$ cat config.mk
export PLATFORM = sky130hd
export DESIGN_NAME = reg_file_wb
export DESIGN_NICKNAME = d
export VERILOG_FILES = /design/src/rtl/arm_pkg.sv /design/src/rtl/reg_scoreboard.sv /design/src/rtl/reg_file_wb.sv
export SDC_FILE = /design/constraint.sdc
export NUM_CORES = 1
export LEC_CHECK = 0
export BUFFER_PORTS_ARGS = -buffer_cell sky130_fd_sc_hd__buf_2
export CAP_MARGIN = 10
export CELL_PAD_IN_SITES_DETAIL_PLACEMENT = 1
export CELL_PAD_IN_SITES_GLOBAL_PLACEMENT = 1
export CORE_ASPECT_RATIO = 0.7
export CORE_MARGIN = 8
export CORE_UTILIZATION = 25
export CTS_CLUSTER_DIAMETER = 150
export DETAILED_ROUTE_END_ITERATION = 16
export PLACE_DENSITY = 0.52
export SYNTH_ARGS = -nofsm -noshare
export SYNTH_HDL_FRONTEND = slang
export SYNTH_SLANG_ARGS = --single-unit
$ cat constraint.sdc
create_clock -name clk -period 2.26 [get_ports clk]
set_input_delay 0.226 -clock clk [delete_from_list [all_inputs] [get_ports clk]]
set_output_delay 0.226 -clock clk [all_outputs]
set_load 0.01 [all_outputs]
$ cat src/rtl/arm_pkg.sv
// Shared ARM core definitions: register addressing, datapath width and NZCV bit positions.
package arm_pkg;

  localparam int DATA_W = 32;

  typedef logic [3:0] reg_addr_t;

  localparam reg_addr_t REG_PC = 4'd15;

  localparam int FLAG_N = 3;
  localparam int FLAG_Z = 2;
  localparam int FLAG_C = 1;
  localparam int FLAG_V = 0;

endpackage

$ cat src/rtl/reg_scoreboard.sv
// Per-register pending-write scoreboard for R0-R14; R15 (PC) is never tracked.
module reg_scoreboard
  import arm_pkg::*;
(
  input  logic        clk,
  input  logic        rst_n,
  input  logic        set_en_i,
  input  reg_addr_t   set_addr_i,
  input  logic        clr_en_i,
  input  reg_addr_t   clr_addr_i,
  output logic [15:0] mask_o
);

  logic [14:0] pend_q;
  logic [14:0] pend_d;

  // Set is applied after clear so a same-cycle reissue keeps ownership of the register.
  always_comb begin
    pend_d = pend_q;
    for (int i = 0; i < 15; i++) begin
      if (clr_en_i && (clr_addr_i == reg_addr_t'(i))) pend_d[i] = 1'b0;
      if (set_en_i && (set_addr_i == reg_addr_t'(i))) pend_d[i] = 1'b1;
    end
  end

  always_ff @(posedge clk or negedge rst_n) begin
    if (!rst_n) begin
      pend_q <= '0;
    end else begin
      pend_q <= pend_d;
    end
  end

  assign mask_o = {1'b0, pend_q};

endmodule

$ cat src/rtl/reg_file_wb.sv
// ARM register file at the writeback end: R0-R14 storage, R15 reads from the PC,
// write-through bypass to three read ports, NZCV flags and the pending scoreboard.
module reg_file_wb
  import arm_pkg::*;
#(
  parameter int DATA_W = arm_pkg::DATA_W,
  parameter int NREG   = 16
) (
  input  logic              clk,
  input  logic              reset,
  input  logic              reg_write_enable_in,
  input  reg_addr_t         wb_addr,
  input  logic [DATA_W-1:0] wb_data,
  input  logic              flags_write_enable_in,
  input  logic [3:0]        flags_in,
  input  logic              issue_enable,
  input  reg_addr_t         issue_addr,
  input  reg_addr_t         rn_addr,
  input  reg_addr_t         rm_addr,
  input  reg_addr_t         rs_addr,
  input  logic [DATA_W-1:0] pc_in,
  output logic [DATA_W-1:0] rn_data,
  output logic [DATA_W-1:0] rm_data,
  output logic [DATA_W-1:0] rs_data,
  output logic [3:0]        flags_out,
  output logic              rn_pending,
  output logic              rm_pending,
  output logic              rs_pending,
  output logic [15:0]       pending_mask
);

  logic [DATA_W-1:0] regs_q [NREG];
  logic [3:0]        flags_q;

  logic wr_en;
  logic issue_en;
  logic flags_en;

  // Commands are masked while reset is low so outputs reflect only the reset state.
  assign wr_en    = reg_write_enable_in & reset & (wb_addr != REG_PC);
  assign issue_en = issue_enable & reset;
  assign flags_en = flags_write_enable_in & reset;

  always_ff @(posedge clk or negedge reset) begin
    if (!reset) begin
      for (int i = 0; i < NREG; i++) regs_q[i] <= '0;
    end else if (wr_en) begin
      regs_q[wb_addr] <= wb_data;
    end
  end

  always_ff @(posedge clk or negedge reset) begin
    if (!reset) begin
      flags_q <= 4'b0000;
    end else if (flags_en) begin
      flags_q <= flags_in;
    end
  end

  assign rn_data = (rn_addr == REG_PC) ? pc_in :
                   (wr_en && (wb_addr == rn_addr)) ? wb_data : regs_q[rn_addr];
  assign rm_data = (rm_addr == REG_PC) ? pc_in :
                   (wr_en && (wb_addr == rm_addr)) ? wb_data : regs_q[rm_addr];
  assign rs_data = (rs_addr == REG_PC) ? pc_in :
                   (wr_en && (wb_addr == rs_addr)) ? wb_data : regs_q[rs_addr];

  assign flags_out = flags_en ? flags_in : flags_q;

  reg_scoreboard u_scoreboard (
    .clk        (clk),
    .rst_n      (reset),
    .set_en_i   (issue_en),
    .set_addr_i (issue_addr),
    .clr_en_i   (wr_en),
    .clr_addr_i (wb_addr),
    .mask_o     (pending_mask)
  );

  // A writeback landing this cycle satisfies the operand through the bypass.
  assign rn_pending = pending_mask[rn_addr] & ~(wr_en && (wb_addr == rn_addr));
  assign rm_pending = pending_mask[rm_addr] & ~(wr_en && (wb_addr == rm_addr));
  assign rs_pending = pending_mask[rs_addr] & ~(wr_en && (wb_addr == rs_addr));

endmodule

### Word level (Yosys, flattened, before mapping)

Cells that the tools add are included.
Widths: inputs -> output; s select.

* multipliers: 0
* mux-type cells: 55
* eq/ne operators: 35
* div/mod/pow operators: 0
* bitwise gates (word level): 14
* add/subtract/negate cells: 0
* shift-type cells: 0
* magnitude comparators: 8
* reduce and logical (&&, ||, !) cells: 51

Operators with widths (count)
* $bwmux 512: 1
* $mux 32: 13
* $bmux 32 s4: 3
* $demux 32 s4: 1
* $eq 4x4->1 const B: 17
* $logic_and 1x1->1: 34
* $mux 1: 33
* $eq 4x3->1 const B: 8
* $reduce_bool 2->1: 15
* $ge 5x5->1 const B: 4
* $not 4->5: 4
* $eq 4x2->1 const B: 4
* $lt 4x5->1 const B: 3
* $bmux 1 s4: 3
* $eq 4x4->1: 3
* $eq 4x1->1 const B: 2
* $logic_not 4->1: 2
* $and 1x1->1: 7
* $lt 5x1->1 const B: 1
* $mux 4: 1
* $ne 4x4->1 const B: 1
* $not 1->1: 3

* output and inout bits: 119
* logic and storage cells: 195
* ROM bits: 0
* input port bits: 93
* memories kept: 0
* register bits after elaboration: 531
* bits in latches: 0
* memory bits (writable): 0

### Longest topological paths before layout

* depth in word-level cells: 6
* mapped depth: 7

### Modules after synthesis

Synthesis repeated with hierarchy kept, for this count alone.

* cells, all modules: 2288
* area, all modules: 33324.5 µm²

By module, submodules not included
* reg_file_wb: area each 32666.3 µm², cells an instance 2222, instances 1
* reg_scoreboard: area each 658.1 µm², cells an instance 66, instances 1

### Worst setup path after synthesis

Ideal clock, no wire load.

* path kind: in2out
* start: in rn_addr[1]
* end: out rn_data[10]
* slack: 0.288 ns
* cell stages on the path: 6
* data required time: 2.034 ns
* buffers on the path: 3
* arrival: 1.746 ns
* path through: buf_2 -> buf_6 -> buf_2 -> mux4_2 -> a221oi_1 -> a21oi_1

* cells in the longest elaborated chain, start to end: 6
* elaborated cells between the ends (all ways): 9

RTL lines
* start: declaration: line reg_file_wb.sv:18 `input reg_addr_t rn_addr,`
* $not 4->5 (implied by the code): line reg_file_wb.sv:61 `(wr_en && (wb_addr == rn_addr)) ? wb_data : regs_q[rn_addr];`
* $bmux 32 s4: line reg_file_wb.sv:61
* $mux 32 (implied by the code) (2 in a row): line reg_file_wb.sv:61
* $mux 32: line reg_file_wb.sv:61
* $mux 32 (*): line reg_file_wb.sv:60 `assign rn_data = (rn_addr == REG_PC) ? pc_in :`
* end: declaration: line reg_file_wb.sv:22 `output logic [DATA_W-1:0] rn_data,`

Mark *: on every way between the ends. The rest lies on a longest branch, timed or not. The select of a mux whose other input is x is not followed.

### Worst setup path in the final report

* start: reg regs_q[187] in the netlist's numbering
* end: out rn_data[27]

* cells in the longest elaborated chain, start to end: 5

RTL lines
* start: declaration: line reg_file_wb.sv:32 `logic [DATA_W-1:0] regs_q [NREG];`
* start signal: indexed assignment: line reg_file_wb.sv:48 `regs_q[wb_addr] <= wb_data;`
* $bmux 32 s4: line reg_file_wb.sv:61
* $mux 32 (implied by the code) (2 in a row): line reg_file_wb.sv:61
* $mux 32: line reg_file_wb.sv:61
* $mux 32: line reg_file_wb.sv:60

Every way passes these cells. The select of a mux whose other input is x is not followed.

==> results.cfg <==
[run]
cap_viol_max_count = 0

[timing]
slew_headroom = 0.398
fin_skew_ps = 0
finalHoldViolCount = 0
timing.final.max_slew_violations = 0
timing.final.ws_setup_ps = -443
setup_viol = 99
rsz0062_at_grt = true
tightest_slew_ps = 903
min_period_ps = 2700
max_freq_mhz = 370
period_share = 1.20

[synthesis]
syn-num-nets = 2340
ys_ff_latch = 531
avgSynthCellArea_um2 = 14.6
netlist_instances = 2247
ys_types = 39
seq_area_frac_synth = 0.404
synth_warnings = 0
syn-cell-area_um2 = 32900

[cells_and_area]
seqCellArea_um2 = 13300
area_delta_synth_final_pct = 29.7
fillers = 13500
final_nets = 2707
utilization = 0.327
drive_above_1_share = 0.648
multi_input_area_um2 = 19300
fin_area_um2 = 42700
fin_cells = 4422

[power]
power_density_nw_per_um2 = 807
peakVddDrop_v = 0.000667
p_int_mw = 23.7
seq_power_share = 0.386
switching_share = 0.314
pwr-share-clk = 0.317
combPwrFrac = 0.297
total_power_mw = 34.5
power_switching_mw = 10.8
leakage_nw = 17.5

[clock_tree]
clk_path_buf_depth = 3
root_buffer = clkbuf_16
clock-sinks = 531
clk_pin_slew_worst_paths_ps = 60
cts_buffers = 61
clkLatencyLatePin_ps = 650
htree_levels = 2
cts_tree = done

[setup_path]
crit_path_cell_trace = mux4_2 > a22o_1 > a221oi_2 > buf_4 > a21oi_2 > buf_2
path_class = register to output pin
cpPeakStageDelay_ps = 470
required_ps = 2030
slowest_stage = mux4_2
path_max_fanout = 4
start_kind = register
critPathCaptureType = output pin
r2r_cells = 4
cp.arrival_ps = 2480

[floorplanning]
rows = 111
dieArea_um2 = 144000
die_w_um = 450
coreArea_um2 = 131000
die_y_um = 320
pin_count = 212
start_util = 0.252

[detailed_routing]
viasPerCell = 5.75
ant_nets = 0
drc = 0
wl_per_cell_um = 32.0
routed_wl_mm = 142
first_iter_violations = 2366
drt_first_pass_iters = 5
dr_total_vias = 25400

[hold_path]
min_path_type = primary input to register
hold_depth = 2

[grt]
grt_pass1_vias = 27500
grt_pass1_wl_mm = 207
overflow = 0
grt_usage = 0.191
antenna_found_initial = 16
grt_max_degree = 150

[place]
hpwl_mm = 95.7
place_ws_ps = -397
placed_area_um2 = 38600
gp_congestion = 0.880
dp.cells = 4217
portBuffers = 210

[status]
status = finished, violations left
violations = negative setup slack
==> stage by stage <==
stage	setup TNS [ps]	hold slack, ps
after CTS	-33780	1.72
after global routing	-37690	40.4
after global placement	-11880	398
after detailed placement	-12990	408
after floorplan	0	-69.6
final	-29240	56.9
==> logic make-up after synthesis <==
kind of cell	count (synthesis)	synth area share
xor+xnor	12	0.00319
simple gates	68	0.0118
flops	531	0.404
buf+inv	341	0.0471
compound gates	413	0.0976
other cells	1	0.000114
mux	881	0.436
==> flip-flops by register name (all words and copies together), names as in the netlist <==
name	flops
flags_q	4
u_scoreboard.pend_q	15
regs_q	512
==> power groups by stage <==
| stage | Clock [mW] | Combinational (mW) | Sequential (mW) |
|---|---|---|---|
| final | 10.9 | 10.2 | 13.3 |
| after global routing | 11.6 | 10.8 | 13.5 |
| after CTS | 11.2 | 10.0 | 13.2 |
| after detailed placement | 0 | 9.09 | 13.4 |
| after global placement | 0 | 8.86 | 13.2 |
| after floorplan | 0 | 5.87 | 12.5 |
==> path summary, 6_finish.rpt <==
| path | from | end | slack, ps |
|---|---|---|---|
| min reg2reg | regs_q[5] | regs_q[5] | 420 |
| min in group asynchronous | reset | regs_q[117] | 620 |
| max in group asynchronous | reset | regs_q[191] | 320 |
| max reg2reg | u_scoreboard.pend_q[4] | u_scoreboard.pend_q[4] | 890 |
| max | regs_q[187] | rn_data[27] | -440 |
| min | wb_data[24] | regs_q[408] | 60 |
==> cell usage in the layout, fill, tap and decap left out, drive strengths merged, types with 3 or more instances in the layout <==
master and instances:
mux2 484, nand2 10, nor2b 9, xnor2 12, diode 6, a22o 99, and2 5, o21ai 6
mux4 394, buf 615, dlygate4sd3 19, dfrtp 531, a21boi 4, a21oi 96, bufinv 9, o32ai 99
nor2 16, inv 13, nand3b 7, clkinvlp 7, nand4 8, o22ai 5, a221oi 96, clkbuf 79
clkinv 17, and4 3, mux2i 3
==> metal layers <==
layer  track usage  routed length (µm)  share of wire
met2         0.290               63700           0.45
met5             0                  59        0.00042
met3        0.0422               11500          0.082
met1         0.271               61900           0.44
met4        0.0634                4460          0.031
==> synth_stat cells (all sizes together) <==
master,n,area share
and4,3,0.00080
nand4,8,0.0015
nand3,2,0.00030
o21ai,6,0.00091
mux4,394,0.27
dfrtp,531,0.40
or3,2,0.00038
nor3,2,0.00046
and4bb,1,0.00038
a221oi,96,0.026
a32o,2,0.00061
buf,153,0.026
nand4b,1,0.00027
a21boi,4,0.00091
conb,1,0.00011
a21oi,96,0.015
and2,5,0.00099
o211ai,2,0.00046
a211oi,2,0.00046
nor2,16,0.0018
xnor2,12,0.0032
nand2b,2,0.00038
o31ai,2,0.00046
o32ai,99,0.026
nand3b,7,0.0016
o22ai,5,0.00095
nor2b,9,0.0017
inv,11,0.0013
mux2,484,0.17
a22o,99,0.026
nand2,10,0.0011
clkbuf,177,0.020
mux2i,3,0.00091
==> cell type report <==
| cell class | count | share of cell area |
|---|---|---|
| inverter | 11 | 0.000967 |
| tap | 1751 | 0.0513 |
| timing repair buffer | 634 | 0.131 |
| antenna | 6 | 0.000352 |
| clock buffer | 79 | 0.0406 |
| clock inverter | 35 | 0.0109 |
| multi-input combinational | 1375 | 0.453 |
| sequential | 531 | 0.312 |
==> what timing repair did <==
action | 4_1_cts | 5_1_grt
gates resized for setup | 198 | 27
hold buffers | 19 | 0
setup buffers | 51 | 25
pin swaps | 207 | 24
setup endpoints to repair | 99 | 99
hold endpoints to repair | 51 | 0
==> critical path: cells and delay by family, from the launching register on <==
family	cells	cell delay [ps]
compound gates	3	570
mux	1	470
flops	1	430
buf+inv	2	350
Power figures use the tool's default switching activity.
